--- src/rtl/systolic_seq_ctrl_pkg.sv ---
// Shared constants and state encoding for the weight-stationary systolic array sequencer.
package systolic_seq_ctrl_pkg;

  localparam int DEF_PE_ROW     = 8;
  localparam int DEF_PE_COL     = 8;
  localparam int DEF_BIT_ROW_ID = 3;
  localparam int DEF_BIT_VALID  = 1;
  localparam int DEF_BIT_ADDR   = 9;
  localparam int DEF_PE_LAT     = 1;

  typedef enum logic [2:0] {
    ST_IDLE     = 3'd0,
    ST_LOAD_W   = 3'd1,
    ST_W_SETTLE = 3'd2,
    ST_STREAM   = 3'd3,
    ST_DRAIN    = 3'd4,
    ST_DONE     = 3'd5
  } state_e;

  // Cycles needed for the last input and its psum to leave the array.
  function automatic int drain_cycles(input int pe_row, input int pe_col, input int pe_lat);
    return pe_row + pe_col + pe_row * pe_lat;
  endfunction

endpackage

--- src/rtl/systolic_seq_ctrl_skew_chain.sv ---
// Enable+address shift register; tap k presents the input delayed by k+1 cycles.
module skew_chain #(
  parameter int DEPTH = 1,
  parameter int WIDTH = 1
) (
  input  logic                   clk_i,
  input  logic                   rst_i,
  input  logic                   en_i,
  input  logic [WIDTH-1:0]       addr_i,
  output logic [DEPTH-1:0]       en_o,
  output logic [DEPTH*WIDTH-1:0] addr_o
);

  logic [DEPTH-1:0]            en_q;
  logic [DEPTH-1:0][WIDTH-1:0] addr_q;

  // NOTE: chain registers are reset, not merely flushed, so an abort leaves no stale enable at the array edge.
  always_ff @(posedge clk_i or posedge rst_i) begin
    if (rst_i) begin
      en_q   <= '0;
      addr_q <= '0;
    end else begin
      en_q[0]   <= en_i;
      addr_q[0] <= addr_i;
      for (int k = 1; k < DEPTH; k++) begin
        en_q[k]   <= en_q[k-1];
        addr_q[k] <= addr_q[k-1];
      end
    end
  end

  assign en_o   = en_q;
  assign addr_o = addr_q;

endmodule

--- src/rtl/systolic_seq_ctrl.sv ---
// Tile sequencer: loads a weight tile, streams skewed input reads and injects skewed psum tags.
module systolic_seq_ctrl
  import systolic_seq_ctrl_pkg::*;
#(
  parameter int PE_ROW     = DEF_PE_ROW,
  parameter int PE_COL     = DEF_PE_COL,
  parameter int BIT_ROW_ID = DEF_BIT_ROW_ID,
  parameter int BIT_VALID  = DEF_BIT_VALID,
  parameter int BIT_ADDR   = DEF_BIT_ADDR,
  parameter int PE_LAT     = DEF_PE_LAT
) (
  input  logic                          CLK,
  input  logic                          RST,
  input  logic                          i_Start,
  input  logic [BIT_ADDR-1:0]           i_Num_Vec,
  input  logic [BIT_ADDR-1:0]           i_W_Base,
  input  logic [BIT_ADDR-1:0]           i_I_Base,
  input  logic [BIT_ADDR-1:0]           i_P_Base,
  output logic                          o_Busy,
  output logic                          o_Done,
  output logic                          o_W_Rd_En,
  output logic [BIT_ADDR-1:0]           o_W_Rd_Addr,
  output logic [PE_COL-1:0]             o_EN_W,
  output logic [BIT_ROW_ID-1:0]         o_EN_ID,
  output logic [PE_ROW-1:0]             o_I_Rd_En,
  output logic [PE_ROW*BIT_ADDR-1:0]    o_I_Rd_Addr,
  output logic [PE_COL*BIT_ADDR-1:0]    o_Addr_P,
  output logic [PE_COL*BIT_VALID-1:0]   o_Valid_P
);

  localparam int ROW_W     = $clog2(PE_ROW) + 1;
  localparam int DRAIN_CYC = drain_cycles(PE_ROW, PE_COL, PE_LAT);
  localparam int DRAIN_W   = $clog2(DRAIN_CYC + 1);

  localparam logic [ROW_W-1:0]   ROW_LAST   = ROW_W'(PE_ROW - 1);
  localparam logic [DRAIN_W-1:0] DRAIN_LAST = DRAIN_W'(DRAIN_CYC - 1);

  state_e                state_q, state_d;
  logic [ROW_W-1:0]      row_cnt_q, row_cnt_d;
  logic [BIT_ADDR-1:0]   vec_cnt_q, vec_cnt_d;
  logic [DRAIN_W-1:0]    drain_cnt_q, drain_cnt_d;
  logic [BIT_ADDR-1:0]   num_vec_q, w_base_q, i_base_q, p_base_q;
  logic                  en_w_q;
  logic [BIT_ROW_ID-1:0] en_id_q;

  logic                  start_accept;
  logic                  stream_en;
  logic [BIT_ADDR-1:0]   stream_i_addr, stream_p_addr;

  assign start_accept = (state_q == ST_IDLE) && i_Start;

  always_ff @(posedge CLK or posedge RST) begin
    if (RST) begin
      state_q     <= ST_IDLE;
      row_cnt_q   <= '0;
      vec_cnt_q   <= '0;
      drain_cnt_q <= '0;
      num_vec_q   <= '0;
      w_base_q    <= '0;
      i_base_q    <= '0;
      p_base_q    <= '0;
      en_w_q      <= 1'b0;
      en_id_q     <= '0;
    end else begin
      state_q     <= state_d;
      row_cnt_q   <= row_cnt_d;
      vec_cnt_q   <= vec_cnt_d;
      drain_cnt_q <= drain_cnt_d;
      if (start_accept) begin
        num_vec_q <= i_Num_Vec;
        w_base_q  <= i_W_Base;
        i_base_q  <= i_I_Base;
        p_base_q  <= i_P_Base;
      end
      // Weight row k arrives one cycle after its read; its tag counts down from PE_ROW-1.
      en_w_q  <= (state_q == ST_LOAD_W);
      en_id_q <= (state_q == ST_LOAD_W) ? BIT_ROW_ID'(ROW_LAST - row_cnt_q) : '0;
    end
  end

  always_comb begin
    // NOTE: every _d gets its hold value first so no path can infer a latch.
    state_d     = state_q;
    row_cnt_d   = row_cnt_q;
    vec_cnt_d   = vec_cnt_q;
    drain_cnt_d = drain_cnt_q;
    unique case (state_q)
      ST_IDLE: begin
        if (i_Start) begin
          state_d   = ST_LOAD_W;
          row_cnt_d = '0;
        end
      end
      ST_LOAD_W: begin
        if (row_cnt_q == ROW_LAST) begin
          state_d   = ST_W_SETTLE;
          row_cnt_d = '0;
        end else begin
          row_cnt_d = row_cnt_q + ROW_W'(1);
        end
      end
      ST_W_SETTLE: begin
        if (row_cnt_q == ROW_LAST) begin
          row_cnt_d   = '0;
          vec_cnt_d   = '0;
          drain_cnt_d = '0;
          state_d     = (num_vec_q == '0) ? ST_DRAIN : ST_STREAM;
        end else begin
          row_cnt_d = row_cnt_q + ROW_W'(1);
        end
      end
      ST_STREAM: begin
        if (vec_cnt_q == num_vec_q - BIT_ADDR'(1)) begin
          state_d = ST_DRAIN;
        end else begin
          vec_cnt_d = vec_cnt_q + BIT_ADDR'(1);
        end
      end
      ST_DRAIN: begin
        if (drain_cnt_q == DRAIN_LAST) begin
          state_d = ST_DONE;
        end else begin
          drain_cnt_d = drain_cnt_q + DRAIN_W'(1);
        end
      end
      ST_DONE: state_d = ST_IDLE;
      default: state_d = ST_IDLE;
    endcase
  end

  assign o_Busy      = (state_q != ST_IDLE);
  assign o_Done      = (state_q == ST_DONE);
  assign o_W_Rd_En   = (state_q == ST_LOAD_W);
  assign o_W_Rd_Addr = o_W_Rd_En ? w_base_q + BIT_ADDR'(row_cnt_q) : '0;
  assign o_EN_W      = {PE_COL{en_w_q}};
  assign o_EN_ID     = en_id_q;

  // Addresses are zeroed when idle so the chains shift clean zeros during drain.
  assign stream_en     = (state_q == ST_STREAM);
  assign stream_i_addr = stream_en ? i_base_q + vec_cnt_q : '0;
  assign stream_p_addr = stream_en ? p_base_q + vec_cnt_q : '0;

  logic [PE_ROW-2:0]            row_en;
  logic [(PE_ROW-1)*BIT_ADDR-1:0] row_addr;

  skew_chain #(.DEPTH(PE_ROW - 1), .WIDTH(BIT_ADDR)) u_row_skew (
    .clk_i  (CLK),
    .rst_i  (RST),
    .en_i   (stream_en),
    .addr_i (stream_i_addr),
    .en_o   (row_en),
    .addr_o (row_addr)
  );

  assign o_I_Rd_En   = {row_en, stream_en};
  assign o_I_Rd_Addr = {row_addr, stream_i_addr};

  logic [PE_COL-1:0] col_en;

  // Column i needs i+1 taps: one extra cycle covers the input buffer read latency.
  skew_chain #(.DEPTH(PE_COL), .WIDTH(BIT_ADDR)) u_col_skew (
    .clk_i  (CLK),
    .rst_i  (RST),
    .en_i   (stream_en),
    .addr_i (stream_p_addr),
    .en_o   (col_en),
    .addr_o (o_Addr_P)
  );

  for (genvar i = 0; i < PE_COL; i++) begin : g_valid
    assign o_Valid_P[i*BIT_VALID +: BIT_VALID] = {BIT_VALID{col_en[i]}};
  end

endmodule

--- config.mk ---
export PLATFORM = sky130hd
export DESIGN_NAME = systolic_seq_ctrl
export DESIGN_NICKNAME = d
export VERILOG_FILES = /design/src/rtl/systolic_seq_ctrl_pkg.sv /design/src/rtl/systolic_seq_ctrl_skew_chain.sv /design/src/rtl/systolic_seq_ctrl.sv
export SDC_FILE = /design/constraint.sdc
export NUM_CORES = 1
export LEC_CHECK = 0
export CAP_MARGIN = 20
export CORE_UTILIZATION = 45
export DETAILED_ROUTE_END_ITERATION = 6
export PLACE_DENSITY_LB_ADDON = 0.12
export SLEW_MARGIN = 20
export SYNTH_ARGS = -nofsm -noshare
export SYNTH_HDL_FRONTEND = slang
export SYNTH_HIERARCHICAL = 1
export SYNTH_SLANG_ARGS = --single-unit
--- constraint.sdc ---
create_clock -name CLK -period 3.3 [get_ports CLK]
set_input_delay 0.495 -clock CLK [delete_from_list [all_inputs] [get_ports CLK]]
set_output_delay 0.495 -clock CLK [all_outputs]
set_load 0.005 [all_outputs]
==> After elaboration in Yosys (flattened, before gate mapping) <==
Cells that the tools add are included.
{ "totals": {"regBits": 211, "in_bits": 39, "output_inout_bits": 183, "word_cells": 82} }
{ "op_classes": {"addsub": 8, "n_eq_ne": 15, "n_mux": 20, "n_reduce_logical": 12} }
{ "ops": {"columns": ["op", "count"], "rows": [
  ["$mux 9", 5],
  ["$mux 3", 7],
  ["$add 9x9->9", 2],
  ["$pmux 9 s2", 1],
  ["$pmux 3 s5", 1],
  ["$mux 5", 2],
  ["$ne 2x2->1 const B", 5],
  ["$pmux 5 s2", 1],
  ["$add 9x1->9 const B", 1],
  ["$add 9x4->9", 1],
  ["$eq 9x9->1", 1],
  ["$logic_not 9->1", 1],
  ["$sub 9x1->9 const B", 1],
  ["$mux 4", 2],
  ["$pmux 4 s2", 1],
  ["$eq 3x2->1 const B", 2],
  ["$eq 3x3->1 const B", 2],
  ["$reduce_and 3->1", 2],
  ["$reduce_bool 2->1", 3],
  ["$add 5x1->5 const B", 1],
  ["$eq 5x5->1 const B", 1],
  ["$reduce_and 5->1", 1],
  ["$add 4x1->4 const B", 1],
  ["$eq 4x3->1 const B", 1],
  ["other kinds (8)", 9]
]} }

==> Longest topological paths before layout <==
Gate-level depths: netlist of the first run.
{ "depth": {"ltp_word": 4, "mapped_depth": 9, "mapped_depth_nobuf": 8} }

==> Modules after synthesis <==
Netlist of the first run, hierarchy kept.
{ "modules_own_cells": {"columns": ["module", "instances", "cells_each", "area_each_um2", "seq_area_each_um2"], "rows": [
  ["systolic_seq_ctrl", 1, 418, 4046.4, 1526.5],
  ["skew_chain at u_col_skew", 1, 81, 2005.7, 2001.9],
  ["skew_chain at u_row_skew", 1, 71, 1755.4, 1751.7]
]} }

==> Worst setup path after synthesis of the first run <==
No wires, ideal clock.
{ "synth_timing": {"kind": "reg2out", "from": "reg vec_cnt_q[0]", "to": "out o_I_Rd_Addr[8]", "t_arrival_ns": 2.272, "required_ns": 2.805, "slack_ns": 0.533, "path_stages_with_launch": 9, "n_path_buf": 0, "cell_sequence": "dfrtp_1 > ha_1 > fa_1 > a21o_1 > a21oi_1 > o21bai_1 > a2111oi_0 > o21ai_0 > a21oi_1"} }
{ "synth_via": {"elab_chain_cells": 2} }
{ "synth_rtl": {"columns": ["element", "line", "rtl"], "rows": [
  ["start: declaration", "systolic_seq_ctrl.sv:40", "logic [BIT_ADDR-1:0] vec_cnt_q, vec_cnt_d;"],
  ["start signal: assignment", "systolic_seq_ctrl.sv:67", "vec_cnt_q <= vec_cnt_d;"],
  ["$add 9x9->9", "systolic_seq_ctrl.sv:140", "assign stream_i_addr = stream_en ? i_base_q + vec_cnt_q : '0;"],
  ["$mux 9", "systolic_seq_ctrl.sv:140", null],
  ["end: declaration", "systolic_seq_ctrl.sv:26", "output logic [PE_ROW*BIT_ADDR-1:0] o_I_Rd_Addr,"]
]} }
Every way passes these cells.

==> Final worst setup path of the first run <==
Same ends and word-level chain as after synthesis.

==> run_results.csv, run 1 <==
group,metric,value,unit
run_status,outcome,"completed",
yosys,synth_top_area_cell,"dfrtp_1",
timing,finalSetupViolations,0,
finish,diodes,0,
yosys,ys.flop_type,"dfrtp_1",
setup_path,cp-start-kind,"flop",
power_and_ir_drop,totalPowerFinal,0.0111,W
yosys,syn_nets,636,
timing,relSlewSlack,0.459,
yosys,yosys_warnings,6,
grt,grt_overflow,0,
floorplan,die-area,0.0179,mm^2
finish,fin_util,0.665,
worst_hold_path,hold_path.class,"reg2reg",
floorplan,core_area,0.0168,mm^2
timing,hold_viol,0,
setup_path,crit_family,"compound AO/OA/AOI/OAI gates",
routing,routedWlPerCell,17.5,um
finish,fin_area,0.0112,mm^2
placed_design,place_area,0.0103,mm^2
yosys,avgSynthCellArea,13.7,um^2
setup_path,path_cells,"ha_2 -> fa_2 -> a21o_1 -> a21oi_2 -> o21bai_1 -> a2111oi_2 -> o21ai_1 -> a21oi_1 -> buf_2",
routing,dr.pass1.iters,6,
yosys,yosysTopAreaCellShare,0.676,
yosys,ys_top_cells_by_area,"dfrtp_1 68%, mux2_2 5.0%, ha_1 3.8%",
cts,cts-root-buf,"clkbuf_16",
power_and_ir_drop,p_leak,5.09,nW
grt,grt_pass1_wl,29.6,mm
finish,drive_above_1_share,0.136,
finish,syn2layout_area_growth,42.9,%
setup_path,cp.required,2800,ps
routing,drt_iter0_drc,214,
timing,max_freq,311,MHz
yosys,netlist_instances,570,
routing,wirelength,18.2,mm
run,drv_cap,0,
placed_design,place_congestion,0.848,
setup_path,cp-end-kind,"output port",
timing,tightest_slew,810,ps
floorplan,dieWidth,134,um
setup_path,crit_type,"reg2out",
placed_design,hpwl,13.1,mm
grt,antenna_found_initial,0,
grt,grt_pass1_vias,5592,
routing,drc_errors,0,
cts,path_clk_slew,60,ps
floorplan,die_h,134,um
cts,cts_tree,"yes",
cts,clock_sinks,211,
cts,cts_max_path_buffers,3,
setup_path,crit_buf_inv,1,
timing,fin_crit,3220,ps
timing,grt_setup_unrepaired,"true",
routing,ant_nets,0,
cts,insertion_delay,490,ps
placed_design,pre_cts_ws,-80.7,ps
floorplan,start_util,0.466,
grt,grt_max_degree,51,
timing,clock_skew,16.4,ps
placed_design,io_buffers,221,
setup_path,cp.arrival,2720,ps
floorplan,rows,47,
yosys,synth_seq_cells,211,
timing,fin_crit_sh,0.975,
grt,track_usage,0.209,
floorplan,io_pins,222,
routing,via_per_inst,5.09,
yosys,syn_area,0.00781,mm^2
routing,vias,5310,
cts,cts_buffers,22,
yosys,synth_edf_count,0,
timing,slew_viol_final,0,
power_and_ir_drop,peakVddDrop,0.491,mV
setup_path,path_max_fanout,2,
yosys,ys_seq_area_frac,0.676,
setup_path,crit_slowest_cell,"a2111oi_2",
yosys,synth_cell_types,53,
yosys,async_flop_share,1.00,
setup_path,cpPeakStageDelay,420,ps
power_and_ir_drop,powerDensity,993,mW/mm^2
finish,nets,874,
timing,setup_slack,81.8,ps
cts,ctsHtreeMaxLevel,1,
## flip-flops by register name (all words and copies together) (netlist names), 4 cells and up
| name | count |
|---|---|
| u_col_skew/addr_o | 72 |
| u_row_skew/addr_o | 63 |
| i_base_q | 9 |
| num_vec_q | 9 |
| p_base_q | 9 |
| vec_cnt_q | 9 |
| w_base_q | 9 |
| u_col_skew/en_o | 8 |
| u_row_skew/en_o | 7 |
| drain_cnt_q | 5 |
| row_cnt_q | 4 |
## cell usage in the layout, fill, tap and decap left out, types with 3 or more instances in the layout
master           Yosys  final
clkinv_2             0      4
clkdlybuf4s50_1      0    218
nand3_1             13     13
o31ai_1              5      5
nand2_1             19     19
bufinv_16            0      3
clkbuf_1            11      3
clkbuf_8             0      5
or4_1                3      3
xnor2_1             12     12
nor3_1               9      9
nand2b_1             3      3
mux2_2              35     35
clkbuf_16            0     23
and3_1               7      7
dfrtp_1            211    210
a21oi_1             21     18
a21o_1               7      7
a21oi_2              0      3
o21bai_1             5      4
buf_4                9     18
nor2b_1             12     12
nand4_1              5      5
ha_1                24     23
or3_1                5      5
inv_1               20     17
o21ai_1              1      3
nor2_1              39     38
nor4_1               3      3
and3b_1              4      4
o21ai_0             16     14
xor2_1              21     21
o211ai_1             5      5
o22ai_1              3      3
## cell usage after synthesis (2+ instances only)
master and number:
dfrtp_1 211, nor2_1 39, mux2_2 35, ha_1 24, a21oi_1 21, xor2_1 21
inv_1 20, nand2_1 19, o21ai_0 16, nand3_1 13, nor2b_1 12, xnor2_1 12
clkbuf_1 11, buf_4 9, nor3_1 9, a21o_1 7, and3_1 7, buf_2 6
nand4_1 5, o211ai_1 5, o21bai_1 5, o31ai_1 5, or3_1 5, a2111oi_0 4
and3b_1 4, fa_1 3, nand2b_1 3, nor4_1 3, o22ai_1 3, or4_1 3
a211oi_1 2, a22oi_1 2, mux2i_1 2, nand4b_1 2, nor3b_1 2, o21a_1 2
or2_2 2
## logic make-up (layout without fill, tap and decap cells)
family | after synthesis | in the layout | share of synthesized area
xor gates and xnor gates | 33 | 33 | 0.0370
AOI/OAI and AO/OA | 82 | 82 | 0.0681
DFF | 211 | 211 | 0.676
adders and majority gates | 27 | 27 | 0.0462
buffers and inverters | 47 | 300 | 0.0288
and+or+nand+nor | 133 | 133 | 0.0905
muxes | 37 | 37 | 0.0530
## worst paths after layout
path / startpoint / end / slack (ps) / cells past startpoint
setup / recovery: vec_cnt_q[0] / o_I_Rd_Addr[8] / 80 / 9
hold reg to reg: u_row_skew/addr_o[26] / u_row_skew/addr_o[35] / 370 / 0
setup reg to reg: vec_cnt_q[0] / u_col_skew/addr_o[8] / 400 / 10
max in group asynchronous: RST / u_col_skew/en_o[5] / 1960 / 3
min in group asynchronous: RST / i_base_q[0] / 510 / 2
hold / removal: u_row_skew/addr_o[26] / u_row_skew/addr_o[35] / 370 / 0
## metrics by stage
| stage | cells | TNS (ps) | hold WS, ps |
|---|---|---|---|
| finish | 1043 | 0 | 370 |
| global route | 1043 | -59.4 | 378 |
| CTS | 1041 | -102 | 372 |
| detailed placement | 1001 | -80.7 | 357 |
| global placement | 1001 | -8.70 | 356 |
| floorplan | 570 | 0 | 376 |
## power by group
| group | switching [W] | total, W | internal (W) |
|---|---|---|---|
| Clock | 0.000965 | 0.00258 | 0.00162 |
| Sequential | 0.000599 | 0.00406 | 0.00346 |
| Combinational | 0.00191 | 0.00443 | 0.00252 |
| Total | 0.00348 | 0.0111 | 0.00760 |
## final cells by class
cell class | count | area (um^2)
Multi-Input combinational cell | 312 | 2360
Timing Repair Buffer | 241 | 2380
Inverter | 20 | 76.3
Fill cell | 1209 | 5610
Sequential cell | 211 | 5280
Clock buffer | 31 | 656
Clock inverter | 8 | 123
Tap cell | 220 | 275
## repair_timing
item | in CTS | in global routing
buffers inserted | 1 | 2
gates resized for setup | 10 | 12
hold buffers | 0 | 0
endpoints found under the setup margin | 5 | 7
pin swaps | 2 | 6
## per-layer routing
| layer | up-vias | track usage | part of all wire |
|---|---|---|---|
| li1 | 2441 | - | - |
| met4 | 0 | 0.0650 | 0.024 |
| met2 | 198 | 0.374 | 0.52 |
| met1 | 2635 | 0.256 | 0.40 |
| met5 | - | 0 | 0 |
| met3 | 36 | 0.0369 | 0.058 |
Note: power is estimated with default switching activity, not from simulation.
==> inputs of run 2 (changes only) <==
CAP_MARGIN = unset   (was 20)
==> results of run 2 <==
No change in the layout: final DEF, timing and power equal those of run 1.
==> inputs of run 3 (changes only) <==
CORE_UTILIZATION = 48   (was 45)
==> run 3 against run 2 <==
Net effect: largest power group unchanged; routed wire length up 1.1%; non-clock buffer count unchanged; die area fell by 6.2%; critical path depth unchanged; sequential power about the same; via count down 0.79%; combinational power hardly changed.
==> run_results.csv, run 3 (synthesis gave the netlist of run 1 again) <==
group,metric,value,unit
run_status,outcome,"completed",
grt,grt_pass1_wl,28.6,mm
setup_path,cp-end-kind,"output port",
setup_path,cp.required,2800,ps
worst_hold_path,hp-start,"u_col_skew/addr_o[32]",
setup_path,cp.arrival,2730,ps
routing,via_per_inst,5.06,
grt,grt_max_degree,50,
placed_design,place_area,0.0103,mm^2
grt,track_usage,0.221,
timing,setup_slack,71.7,ps
cts,cts-root-buf,"clkbuf_16",
finish,seq_area,0.00528,mm^2
placed_design,pre_cts_ws,-71.7,ps
setup_path,r2r_slack,250,ps
placed_design,post-place-cells,996,
finish,final_cell_mix,"217 x clkdlybuf4s50_1, 209 x dfrtp_1, 38 x nor2_1",
routing,drt_iter0_drc,157,
timing,relSlewSlack,0.506,
setup_path,crit_buf_inv,1,
routing,ant_nets,0,
floorplan,dieWidth,130,um
finish,drive_above_1_share,0.141,
routing,wirelength,18.4,mm
grt,grt_pass1_vias,5507,
timing,hold_ws,369,ps
run,drv_cap,0,
timing,grt_setup_unrepaired,"true",
setup_path,path_max_fanout,2,
floorplan,rows,46,
placed_design,io_buffers,221,
finish,nets,874,
timing,max_freq,310,MHz
placed_design,place_congestion,0.811,
cts,holdBufCountCts,0,
setup_path,critPathLaunch,"vec_cnt_q[0]",
setup_path,crit_family,"compound AO/OA/AOI/OAI gates",
timing,fin_crit_sh,0.978,
power_and_ir_drop,peakVddDrop,0.479,mV
timing,fin_crit,3230,ps
finish,final_common_cell,"clkdlybuf4s50_1",
setup_path,crit_slowest_cell,"dfrtp_1",
finish,fin_util,0.701,
finish,layoutNonFillerInstCount,1041,
setup_path,cpMostUsedCell,"a21oi_2",
grt,grt_overflow,0,
routing,vias,5268,
floorplan,core_area,0.0159,mm^2
timing,slew_viol_final,0,
routing,drc_errors,0,
cts,clock_sinks,211,
timing,finalSetupViolations,0,
finish,fillers,1151,
cts,cts_buffers,22,
floorplan,io_pins,222,
finish,syn2layout_area_growth,42.6,%
grt,antenna_found_initial,0,
power_and_ir_drop,p_leak,5.08,nW
floorplan,start_util,0.491,
cts,path_clk_slew,60,ps
setup_path,cp-start-kind,"flop",
cts,ctsHtreeMaxLevel,1,
floorplan,die_h,130,um
routing,routedWlPerCell,17.7,um
placed_design,hpwl,13.2,mm
finish,fin_area,0.0111,mm^2
setup_path,r2r-start,"vec_cnt_q[0]",
cts,cts_max_path_buffers,3,
finish,largest_reg_flops,72,
timing,hold_viol,0,
setup_path,cpPeakStageDelay,390,ps
setup_path,path_cells,"ha_2 -> fa_2 -> a21o_1 -> a21oi_2 -> o21bai_2 -> a2111oi_4 -> o21ai_1 -> a21oi_2 -> clkdlybuf4s15_2",
finish,multi_input_area,0.00237,mm^2
floorplan,die-area,0.0168,mm^2
cts,insertion_delay,500,ps
power_and_ir_drop,powerDensity,987,mW/mm^2
worst_hold_path,hold_path.class,"reg2reg",
timing,tightest_slew,739,ps
timing,clock_skew,13.5,ps
cts,cts_tree,"yes",
routing,dr.pass1.iters,4,
setup_path,crit_type,"reg2out",
-- run 3: area by class of cell --
cell class              instances  area share
flip-flops and latches        211       0.475
repair buffers                241       0.215
multi-input cells             312       0.213
clock buffers                  30      0.0568
well taps                     216      0.0243
clock inverters                10     0.00944
inverters                      20     0.00686
diodes                          1    0.000225
-- run 3: timing repair --
action	4_1_cts	5_1_grt
setup endpoints to repair	5	7
buffers inserted	0	4
resized for setup	17	9
cloned	0	0
pin swaps	3	4
-- run 3: routing by layer --
layer | up-vias | global-route usage | share of wire
met5 | - | 0 | 0
met4 | 0 | 0.0698 | 0.015
met3 | 23 | 0.0545 | 0.079
met2 | 189 | 0.410 | 0.53
met1 | 2614 | 0.249 | 0.37
li1 | 2442 | - | -
-- run 3: worst reg2reg max path: cells and delay by family, from the launching register on --
family / cells / cell delay (ps)
AND/OR/NAND/NOR: 1 / 160
adder cells (fa/ha/maj): 2 / 640
buffers and inverters: 2 / 290
flip-flops: 1 / 390
AO/OA/AOI/OAI: 5 / 1440
-- run 3: stage by stage --
stage	TNS, ps	power, W
after global routing	-136	0.0117
final	0	0.0110
after CTS	0	0.0110
after floorplan	0	0.00613
after detailed placement	-71.7	0.00840
after global placement	-8.56	0.00822
-- run 3: where the power goes --
group | internal, W | switching [W] | total, W
logic | 0.00252 | 0.00190 | 0.00443
registers | 0.00346 | 0.000630 | 0.00409
clock network | 0.00150 | 0.000966 | 0.00246
-- run 3: path summary, 6_finish.rpt --
check / endpoint / depth (start not counted)
max in group asynchronous: u_col_skew/addr_o[66] / 3
worst min register to register: u_col_skew/addr_o[41] / 0
worst max-delay path: o_I_Rd_Addr[8] / 9
worst min-delay path: u_col_skew/addr_o[41] / 0
worst max register to register: u_col_skew/addr_o[8] / 10
min in group asynchronous: vec_cnt_q[0] / 2
==> patch 1: new RTL, flow settings as in run 2 <==
The output `o_EN_ID` loses its register stage (`en_id_q` becomes a continuous assignment).
--- a/src/rtl/systolic_seq_ctrl.sv
+++ b/src/rtl/systolic_seq_ctrl.sv
@@ -60,7 +60,6 @@
       i_base_q    <= '0;
       p_base_q    <= '0;
       en_w_q      <= 1'b0;
-      en_id_q     <= '0;
     end else begin
       state_q     <= state_d;
       row_cnt_q   <= row_cnt_d;
@@ -74,9 +73,10 @@
       end
       // Weight row k arrives one cycle after its read; its tag counts down from PE_ROW-1.
       en_w_q  <= (state_q == ST_LOAD_W);
-      en_id_q <= (state_q == ST_LOAD_W) ? BIT_ROW_ID'(ROW_LAST - row_cnt_q) : '0;
     end
   end
+
+  assign en_id_q = (state_q == ST_LOAD_W) ? BIT_ROW_ID'(ROW_LAST - row_cnt_q) : '0;
 
   always_comb begin
     // NOTE: every _d gets its hold value first so no path can infer a latch.
Function: changed (Yosys sat finds a counterexample within 4 cycles, from zero or initial values and one cycle with RST high).
==> patch 1 against run 2 <==
  * Worst hold slack got worse by 0.00055 ns
  * Sequential cell count is 3 lower
  * Setup slack got worse by 0.024 ns
  * Register-to-register slack better by 0.32 ns
  * Synthesized area fell by 2.3%
  * Via count shrank 2.8%
  * Cell count fell by 1.2%
  * Count of clock-buffer cells in the layout rose by 3
  * Routed wire length down 6.1%
  * Critical path depth increased by 1
  * Power is 11% lower
  * Final area decreased by 1.7%
==> patch 1: results (changes against run 2) <==
Logic synthesis
  • Top area cells in the synthesized netlist: dfrtp_1 (68%), mux2_2 (5.0%), ha_1 (3.9%), nor2_1 (2.2%), xnor2_1 (2.0%)
  • Unique masters post-synth: 51 (-3.8%)
  • Synth Instances: 552 (-3.2%)

Setup path
  • Cell depth of the worst flop-to-flop path: 11 (+1)
  • Flop-to-flop setup slack: 0.72 ns (+0.32 ns)

Place
  • GPL Wtd Cong: 0.8508 (+0.31%)
  • Setup WS pre-CTS: 0.03024 ns (+0.1110 ns)
  • Post-DP Area: 10130 sq um (-1.7%)
  • # placed instances: 988 (-1.3%)

Global routing
  • Met1 GRT Util: 24.34% (-1.2 points)
  • Met2 GRT Util: 35.30% (-2.1 points)
  • Vias in the first global route: 5202 (-7.0%)
  • Initial antenna violation count: 2 (+2)
  • Largest net degree at the start of global routing: 59 (+16%)
  • First-pass GRT wire length: 27490 um (-7.1%)
  • Global-route usage over all layers: 19.98% (-0.93 points)
  • Met3 GRT Util: 4.498% (+0.81 points)

Timing
  • Worst-case clock skew: 0.005933 ns (-0.01044 ns)

Hold path
  • Worst hold path startpoint: u_col_skew/addr_o[32]$_DFF_PP0_
  • WHS Endpoint: u_col_skew/addr_o[41]$_DFF_PP0_

Routing
  • Wire length on met1: 6786 um (-6.2%)
  • DR top layer: met5
  • Initial drt markers: 206 (-3.7%)
  • Via Count: 5159 (-2.8%)
  • DRT Wirelength: 17130 um (-6.1%)

Outcome
  • Run status: finished clean

Layout
  • Fraction of layout instances using a drive strength above 1: 13.70% (+0.095 points)
  • Final #Nets: 862 (-1.4%)

Pwr
  • Peak VDD IR: 591.4 uV (+21%)
-- patch 1: final cells by class --
class	instances	area [sq um]
antenna	1	2.502
clock buffer	34	675.6
clock inverter	4	81.33
fill	1193	5620
inverter	11	41.29
multi-input combinational	311	2300
sequential	208	5207
tap	220	275.3
timing repair buffer	242	2380
-- patch 1: kinds of logic after synthesis --
logic type      Yosys count  share of synthesized area, %
flops                   208                         68.25
simple gates            140                         9.237
compound gates           79                         7.039
mux                      34                         5.021
buf+inv                  33                         2.166
xor+xnor                 31                         3.560
fa+ha+maj                27                         4.725
-- patch 1: timing repair --
item / 4_1_cts / 5_1_grt
setup endpoints to repair: 6 / 9
resized for setup: 9 / 10
pin swaps: 3 / 7
setup buffers: 1 / 3
hold endpoints to repair: 0 / 0
-- patch 1: power by group --
part           internal [uW]  leakage (uW)  switching (uW)
combinational           2050       0.00191            1460
clock                   1560      0.000372             933
sequential              3300       0.00276             544
==> patch 2: new RTL, config.mk and constraints of run 2 <==
Without the edit above. Set the package constant `DEF_PE_ROW` to 16 (it was 8).
--- a/src/rtl/systolic_seq_ctrl_pkg.sv
+++ b/src/rtl/systolic_seq_ctrl_pkg.sv
@@ -1,7 +1,7 @@
 // Shared constants and state encoding for the weight-stationary systolic array sequencer.
 package systolic_seq_ctrl_pkg;
 
-  localparam int DEF_PE_ROW     = 8;
+  localparam int DEF_PE_ROW     = 16;
   localparam int DEF_PE_COL     = 8;
   localparam int DEF_BIT_ROW_ID = 3;
   localparam int DEF_BIT_VALID  = 1;
Ports: changed (resized o_I_Rd_Addr and o_I_Rd_En); port bits go from 222 to 302. No check against the original RTL was run, so the function may have changed too.
==> patch 2 against run 2 <==
  * Sequential cell count rose by 82
  * Core utilization rose by 0.71 points
  * Routed wire length rose by 30%
  * Cell count rose by 20%
  * Synthesized area rose by 25%
  * Power fell by 0.68%
  * Final area rose by 28%
  * Setup slack got worse by 0.026 ns
==> patch 2: results (changes against run 2) <==
Pwr
  • Sw Share: 28.35% (-3.1 points)
  • Clock power frac: 28.3% (+5.0 points)
  • Comb. pwr: 3170 uW (-28%)
  • Int Power: 7881 uW (+3.8%)

Place
  • GPL Wtd Cong: 0.8171 (-3.7%)
  • Post-DP Area: 13200 sq um (+28%)
  • # placed instances: 1203 (+20%)
  • Setup WS pre-CTS: -0.3195 ns (-0.2387 ns)
  • # port buffers: 301 (+36%)
  • Hpwl dp: 18060 um (+38%)

Setup path
  • CP max-delay cell: dfrtp_1
  • CP max stage delay: 0.39 ns (-0.03 ns)
  • Flop-to-flop setup slack: 0.45 ns (+0.05 ns)
  • Arrival time at the worst endpoint: 2.75 ns (+0.03 ns)

Timing
  • Worst-case clock skew: 0.01449 ns (-0.001885 ns)
  • Slew HR: 28.77% (-17 points)
  • Post-layout min period: 3.244 ns (+0.02580 ns)

Hold path
  • WHS Endpoint: u_row_skew/addr_o[11]$_DFF_PP0_
  • Worst hold path startpoint: u_row_skew/addr_o[2]$_DFF_PP0_

Outcome
  • Run status: finished clean

Layout
  • Max FFs per register: 135 (+88%)
  • Fraction of layout instances using a drive strength above 1: 13.76% (+0.15 points)
  • Final #Nets: 1030 (+18%)

Logic synthesis
  • Xor and xnor fraction of the mapped netlist area: 3.047% (-0.66 points)
  • Syn_nets: 698 (+9.7%)
  • Unique masters post-synth: 55 (+3.8%)
  • Syn Area/Cell: 15.49 sq um (+13%)
  • Synth top cells by count: dfrtp_1 (293), nor2_1 (40), mux2_2 (34)
  • Post-synthesis compound-gate area fraction: 6.016% (-0.79 points)

Clock network
  • CTS Buf Count: 30 (+36%)

Routing
  • Initial drt markers: 182 (-15%)
  • Average routed wire per standard cell: 18.91 um (+8.2%)

Global routing
  • First-pass GRT wire length: 36650 um (+24%)
  • Initial antenna violation count: 1 (+1)
  • Global-route usage over all layers: 21.51% (+0.60 points)
  • Largest net degree at the start of global routing: 69 (+35%)
==> patch 2: cell type report <==
cell class | count | area [sq um]
Sequential cell | 293 | 7335
Clock buffer | 44 | 873.3
Fill cell | 1463 | 6925
Multi-Input combinational cell | 293 | 2302
Tap cell | 275 | 344.1
Clock inverter | 6 | 55.05
Inverter | 19 | 75.07
Timing Repair Buffer | 326 | 3244
==> patch 2: routing by layer <==
| layer | up-vias | part of all wire [%] | global-route usage, % | wire length, um |
|---|---|---|---|---|
| li1 | 2823 | - | - | - |
| met4 | 2 | 2.3 | 6.480 | 551 |
| met2 | 218 | 55 | 39.61 | 13080 |
| met1 | 3137 | 37 | 24.74 | 8721 |
| met5 | - | 0.055 | 0 | 13 |
| met3 | 38 | 5.9 | 4.771 | 1391 |
==> patch 2: timing repair <==
item / in CTS / in global routing
pin swaps: 7 / 5
gates resized for setup: 20 / 16
buffers inserted: 2 / 1
setup endpoints to repair: 8 / 6
